File: src/rtl/bus_arbiter_pkg.sv
// ---------------------------------------------------------------------------
// bus_arbiter_pkg
// Shared definitions for the system-bus arbiter: the FSM state encoding
// (visible to other masters and benches that want to decode arbiter state),
// the width of a master index, and the round-robin index helper.
// No ports; imported with "import bus_arbiter_pkg::*;".
// ---------------------------------------------------------------------------
package bus_arbiter_pkg;

  // A master index always fits in 3 bits (up to eight masters).
  localparam int IDX_W       = 3;
  localparam int MAX_MASTERS = 8;

  typedef enum logic [1:0] {
    IDLE       = 2'd0,
    GRANTED    = 2'd1,
    TURNAROUND = 2'd2
  } arb_state_e;

  // Index reached by stepping 'offset' places past 'base', wrapping at
  // 'masters'. Used to walk the requesters in round-robin order.
  function automatic logic [IDX_W-1:0] rr_index(input logic [IDX_W-1:0] base,
                                                input int offset,
                                                input int masters);
    int sum;
    sum = int'(base) + offset;
    return IDX_W'(sum % masters);
  endfunction

endpackage

File: src/rtl/bus_arb_rr_picker.sv
// ---------------------------------------------------------------------------
// bus_arb_rr_picker
// Purely combinational round-robin search. Starting just after 'last' and
// wrapping at MASTERS, returns the first requesting master.
// Ports:
//   req    [MASTERS-1:0]  in   request vector
//   last   [2:0]          in   index of the most recent owner
//   winner [2:0]          out  index of the chosen master (0 when none)
//   any                   out  at least one request is present
// ---------------------------------------------------------------------------
module bus_arb_rr_picker
  import bus_arbiter_pkg::*;
#(
  parameter int MASTERS = 2
) (
  input  logic [MASTERS-1:0] req,
  input  logic [IDX_W-1:0]   last,
  output logic [IDX_W-1:0]   winner,
  output logic               any
);

  logic [MAX_MASTERS-1:0] req_ext;
  logic [IDX_W-1:0]       idx;

  // Zero-pad the request vector so it can be indexed with a full 3-bit
  // index whatever MASTERS is; padded bits never request.
  always_comb begin
    req_ext = '0;
    req_ext[MASTERS-1:0] = req;
  end

  // Walk from the lowest priority (last itself) to the highest (last+1) so
  // the final overwrite is the highest-priority requester.
  always_comb begin
    winner = '0;
    idx    = '0;
    for (int k = MASTERS; k >= 1; k--) begin
      idx = rr_index(last, k, MASTERS);
      if (req_ext[idx]) begin
        winner = idx;
      end
    end
  end

  assign any = |req;

endmodule

File: src/rtl/bus_arbiter.sv
// ---------------------------------------------------------------------------
// bus_arbiter
// Round-robin owner selection for the shared system bus. One idle
// (turnaround) cycle separates consecutive owners so no two masters drive
// the data bus together. A watchdog revokes the owner when a rd/wr strobe
// goes unanswered by fc_bus for TIMEOUT_CYCLES cycles (0 disables it).
// Ports:
//   clk                        in   system clock, rising edge
//   rst                        in   asynchronous reset, active low
//   req            [MASTERS-1:0] in   per-master bus request
//   grant          [MASTERS-1:0] out  registered one-hot (or zero) grant
//   rd_bus, wr_bus             in   monitored bus strobes
//   fc_bus                     in   monitored function-complete
//   busy                       out  registered |grant
//   bus_timeout                out  one-cycle pulse when the watchdog fires
//   timeout_master [2:0]       out  master revoked by the last timeout
// ---------------------------------------------------------------------------
module bus_arbiter
  import bus_arbiter_pkg::*;
#(
  parameter int MASTERS        = 2,
  parameter int TIMEOUT_CYCLES = 256
) (
  input  logic               clk,
  input  logic               rst,
  input  logic [MASTERS-1:0] req,
  output logic [MASTERS-1:0] grant,
  input  logic               rd_bus,
  input  logic               wr_bus,
  input  logic               fc_bus,
  output logic               busy,
  output logic               bus_timeout,
  output logic [IDX_W-1:0]   timeout_master
);

  localparam int CNT_W = (TIMEOUT_CYCLES > 0) ? $clog2(TIMEOUT_CYCLES + 1) : 1;
  localparam logic [CNT_W-1:0] CNT_LIMIT = CNT_W'(TIMEOUT_CYCLES);
  localparam bit WD_ENABLED = (TIMEOUT_CYCLES > 0);

  arb_state_e             state;
  logic [IDX_W-1:0]       last;
  logic [IDX_W-1:0]       owner;
  logic [CNT_W-1:0]       wd_cnt;
  logic [IDX_W-1:0]       winner;
  logic                   any;
  logic [MAX_MASTERS-1:0] req_ext;
  logic [MASTERS-1:0]     grant_next;
  logic                   owner_req;
  logic                   strobe_pending;
  logic                   wd_fire;

  bus_arb_rr_picker #(
    .MASTERS(MASTERS)
  ) u_picker (
    .req    (req),
    .last   (last),
    .winner (winner),
    .any    (any)
  );

  // Padded copy so the owner's request can be read with a 3-bit index.
  always_comb begin
    req_ext = '0;
    req_ext[MASTERS-1:0] = req;
  end

  // One-hot grant for the current picker winner.
  always_comb begin
    grant_next = '0;
    for (int i = 0; i < MASTERS; i++) begin
      grant_next[i] = (winner == IDX_W'(i));
    end
  end

  assign owner_req      = req_ext[owner];
  assign strobe_pending = (rd_bus | wr_bus) & ~fc_bus;
  // The counter has already seen TIMEOUT_CYCLES unanswered cycles and the
  // strobe is still unanswered on this edge.
  assign wd_fire        = WD_ENABLED && strobe_pending && (wd_cnt == CNT_LIMIT);

  // Arbiter FSM. IDLE and TURNAROUND both grant the picker winner at their
  // end; TURNAROUND exists only to force grant low for one cycle between
  // owners. In GRANTED, an owner release takes priority over a simultaneous
  // timeout so a clean release never raises the pulse.
  always_ff @(posedge clk or negedge rst) begin
    if (!rst) begin
      state          <= IDLE;
      grant          <= '0;
      busy           <= 1'b0;
      bus_timeout    <= 1'b0;
      timeout_master <= '0;
      last           <= IDX_W'(MASTERS - 1);
      owner          <= '0;
      wd_cnt         <= '0;
    end else begin
      bus_timeout <= 1'b0;
      case (state)
        IDLE, TURNAROUND: begin
          wd_cnt <= '0;
          if (any) begin
            grant <= grant_next;
            busy  <= 1'b1;
            owner <= winner;
            last  <= winner;
            state <= GRANTED;
          end else begin
            grant <= '0;
            busy  <= 1'b0;
            state <= IDLE;
          end
        end
        GRANTED: begin
          if (!owner_req) begin
            grant  <= '0;
            busy   <= 1'b0;
            wd_cnt <= '0;
            state  <= TURNAROUND;
          end else if (wd_fire) begin
            bus_timeout    <= 1'b1;
            timeout_master <= owner;
            grant          <= '0;
            busy           <= 1'b0;
            wd_cnt         <= '0;
            state          <= TURNAROUND;
          end else if (WD_ENABLED && strobe_pending) begin
            if (wd_cnt != CNT_LIMIT) begin
              wd_cnt <= wd_cnt + CNT_W'(1);
            end
          end else begin
            wd_cnt <= '0;
          end
        end
        default: begin
          grant  <= '0;
          busy   <= 1'b0;
          wd_cnt <= '0;
          state  <= IDLE;
        end
      endcase
    end
  end

endmodule

File: config.mk
export PLATFORM = sky130hd
export DESIGN_NAME = bus_arbiter
export DESIGN_NICKNAME = d
export VERILOG_FILES = /design/src/rtl/bus_arbiter_pkg.sv /design/src/rtl/bus_arb_rr_picker.sv /design/src/rtl/bus_arbiter.sv
export SDC_FILE = /design/constraint.sdc
export NUM_CORES = 1
export LEC_CHECK = 0
export CAP_MARGIN = 10
export CORE_MARGIN = 5
export CORE_UTILIZATION = 30
export CTS_CLUSTER_DIAMETER = 150
export DETAILED_ROUTE_END_ITERATION = 10
export PLACE_DENSITY = 0.6
export SYNTH_ARGS = -nofsm -noshare
export SYNTH_HDL_FRONTEND = slang
export SYNTH_SLANG_ARGS = --single-unit
File: constraint.sdc
create_clock -name clk -period 1.7 [get_ports clk]
set_input_delay 0.17 -clock clk [delete_from_list [all_inputs] [get_ports clk]]
set_output_delay 0.17 -clock clk [all_outputs]
set_load 0.01 [all_outputs]
==> impl_metrics.py <==
metrics = {
    "placement": {
        "gp_congestion": 0.794,
        "pre_cts_slack_ps": 16.6,
        "numPortBuffers": 11,
        "dp_hpwl_mm": 1.20,
    },
    "power_and_ir_drop": {
        "netSwitchingFraction": 0.301,
        "power_density_nw_per_um2": 1080,
        "seqPwrFrac": 0.503,
        "total_power_mw": 1.15,
        "peakVddDrop_v": 0.000683,
        "internal_power_mw": 0.805,
        "pwr-share-comb": 0.265,
        "leakagePower_nw": 0.468,
        "p_sw_mw": 0.346,
        "clkPwrFrac": 0.232,
    },
    "floorplan": {
        "die-height_um": 63.1,
        "start_util": 0.309,
        "die_w_um": 63.1,
        "core_region_area_um2": 2730,
        "die_area_um2": 3980,
        "num_rows": 19,
        "ios": 14,
    },
    "yosys": {
        "synth_edf_count": 0,
        "synth_compound_area_frac": 0.0637,
        "synthSimpleGateAreaFrac": 0.221,
        "synth-main-ff-cell": "dfrtp_1",
        "syn-cell-area_um2": 845,
        "synth_fa_ha_area_frac": 0.0296,
        "ys_ff_latch": 18,
        "synth-xor-area-share": 0.0726,
        "synthArstFlopShare": 1.00,
        "synthMuxAreaShare": 0.0252,
        "ys_warn_count": 0,
        "synth_cell_type_count": 28,
        "ys_seq_area_frac": 0.535,
        "synthCells": 82,
        "syn_avg_cell_area_um2": 10.3,
        "synth_top_family_by_area": "simple AND/OR/NAND/NOR gates",
    },
    "cells_and_area": {
        "area_growth_syn_to_layout_pct": 25.9,
        "diodes": 0,
        "drive_gt1_frac": 0.157,
        "final_cell_mix": "dfrtp_1 (17), nor2_1 (12), clkdlybuf4s50_1 (11)",
        "final_common_cell": "dfrtp_1",
        "final_util": 0.389,
        "n_fill_cell": 280,
        "nNetsFinal": 112,
    },
    "critical_path": {
        "r2r-start": "wd_cnt[5]",
        "required_ps": 1890,
        "startpoint_type": "register",
        "arrival_ps": 1750,
        "endpoint_kind": "register",
        "path_class": "reg2reg",
        "path_max_fanout": 4,
        "crit_path_start": "wd_cnt[5]",
    },
    "timing": {
        "max_freq_mhz": 640,
        "finalCritPeriodShare": 0.919,
        "rsz0062_at_grt": "false",
        "fin_ws_ps": 137,
        "fin_setup_tns_ps": 0,
        "setup_viol_count_final": 0,
        "fin_crit_ps": 1560,
        "hold_violations": 0,
        "fin_worst_skew_ps": 1.78,
        "drv_slew": 0,
    },
    "clocking": {
        "cts_tree": "done",
        "htreeDepth": 1,
        "post_cts_buffers": 0,
        "root_buffer": "clkbuf_4",
        "cts_sinks": 18,
        "clk_pin_slew_ps": 110,
        "hold_buffers": 0,
        "numCtsBuffers": 3,
        "insertion_delay_ps": 290,
        "cts_resized": 0,
        "clockBufferDepth": 2,
    },
    "routing": {
        "viasPerCell": 4.56,
        "wl_per_cell_um": 11.6,
        "met3_length_um": 103,
        "met1Wirelength_um": 720,
        "ant_nets": 0,
        "vias": 606,
        "top_layer": "met3",
        "wl_met2_um": 720,
        "drcViolationCount": 0,
        "detail_route.iter0.violations": 28,
        "dr.pass1.iters": 4,
        "routed_wl_mm": 1.55,
    },
    "global_route": {
        "grt_pass1_vias": 703,
        "grt_max_degree": 19,
        "antenna_found_initial": 0,
        "overflow": 0,
        "grt_pass1_wl_mm": 3.09,
        "grtUsageTotal": 0.0952,
    },
    "flow_run": {
        "max_cap_viol_count": 0,
    },
    "status": {
        "status": "completed",
    },
    "min_path": {
        "hold_class": "in2async",
    },
}
state kept, by name, indices dropped and copies added (netlist names):
signal / cells
wd_cnt: 9
grant: 2
timeout_master: 1
owner: 1
busy: 1
bus_timeout: 1
last: 1
state: 2
power by group through the flow:
stage / Clock [mW] / Combinational [mW] / Sequential (mW)
after floorplan: 0 / 0.158 / 0.588
after global placement: 0 / 0.302 / 0.585
after detailed placement: 0 / 0.306 / 0.590
after CTS: 0.282 / 0.310 / 0.580
after global routing: 0.306 / 0.356 / 0.596
final: 0.267 / 0.305 / 0.579
routing by layer:
metal	track usage	vias to the layer above
li1	-	300
met3	0.0426	0
met5	0	-
met1	0.116	293
met2	0.156	13
met4	0.0159	0
cells in the mapped netlist (2+ instances only):
cell	count	area, um2
ha_1	2	25.0
nand2_1	7	26.3
dfrtp_1	17	425
inv_1	7	26.3
nor2b_1	2	12.5
nor3_1	2	10.0
o21bai_1	2	15.0
xnor2_1	4	35.0
nor2_1	12	45.0
o21ai_0	5	25.0
buf_4	2	15.0
xor2_1	3	26.3
nand3_1	2	10.0
worst paths after layout:
kind / endpoint / slack (ps) / cells after the start
worst max-delay path: timeout_master[0] / 140 / 4
worst min-delay path: wd_cnt[8] / 190 / 2
worst max register to register: timeout_master[0] / 140 / 4
worst min register to register: wd_cnt[0] / 510 / 1
max in group asynchronous: last[0] / 1250 / 2
min in group clk: wd_cnt[0] / 510 / 1
cell families after synthesis:
kind of cell / after synthesis
simple gates: 34
flops: 18
xor+xnor: 7
compound gates: 9
mux: 2
fa+ha+maj: 2
buf+inv: 9
other cells: 1
worst max-delay path: stages, from the launching register on:
cell,delay (ps)
dfrtp_1,440
nor4_2,320
nand4_2,220
nor2_4,160
mux2_1,320
stage by stage:
stage / instances / hold slack [ps] / instance area (um2)
6_report: 133 / 187 / 1060
2_1_floorplan: 83 / -126 / 848
4_1_cts: 133 / 183 / 1060
3_5_place_dp: 129 / 494 / 1030
5_1_grt: 133 / 197 / 1060
3_3_place_gp: 129 / 486 / 1030
layout make-up:
class / instances / area, um2 / share of cell area
flip-flops and latches: 18 / 452 / 0.425
multi-input cells: 56 / 355 / 0.334
repair buffers: 17 / 155 / 0.146
well taps: 31 / 38.8 / 0.0365
clock buffers: 4 / 36.3 / 0.0341
inverters: 7 / 26.3 / 0.0247
No activity file was read; power rests on OpenSTA's default activity.
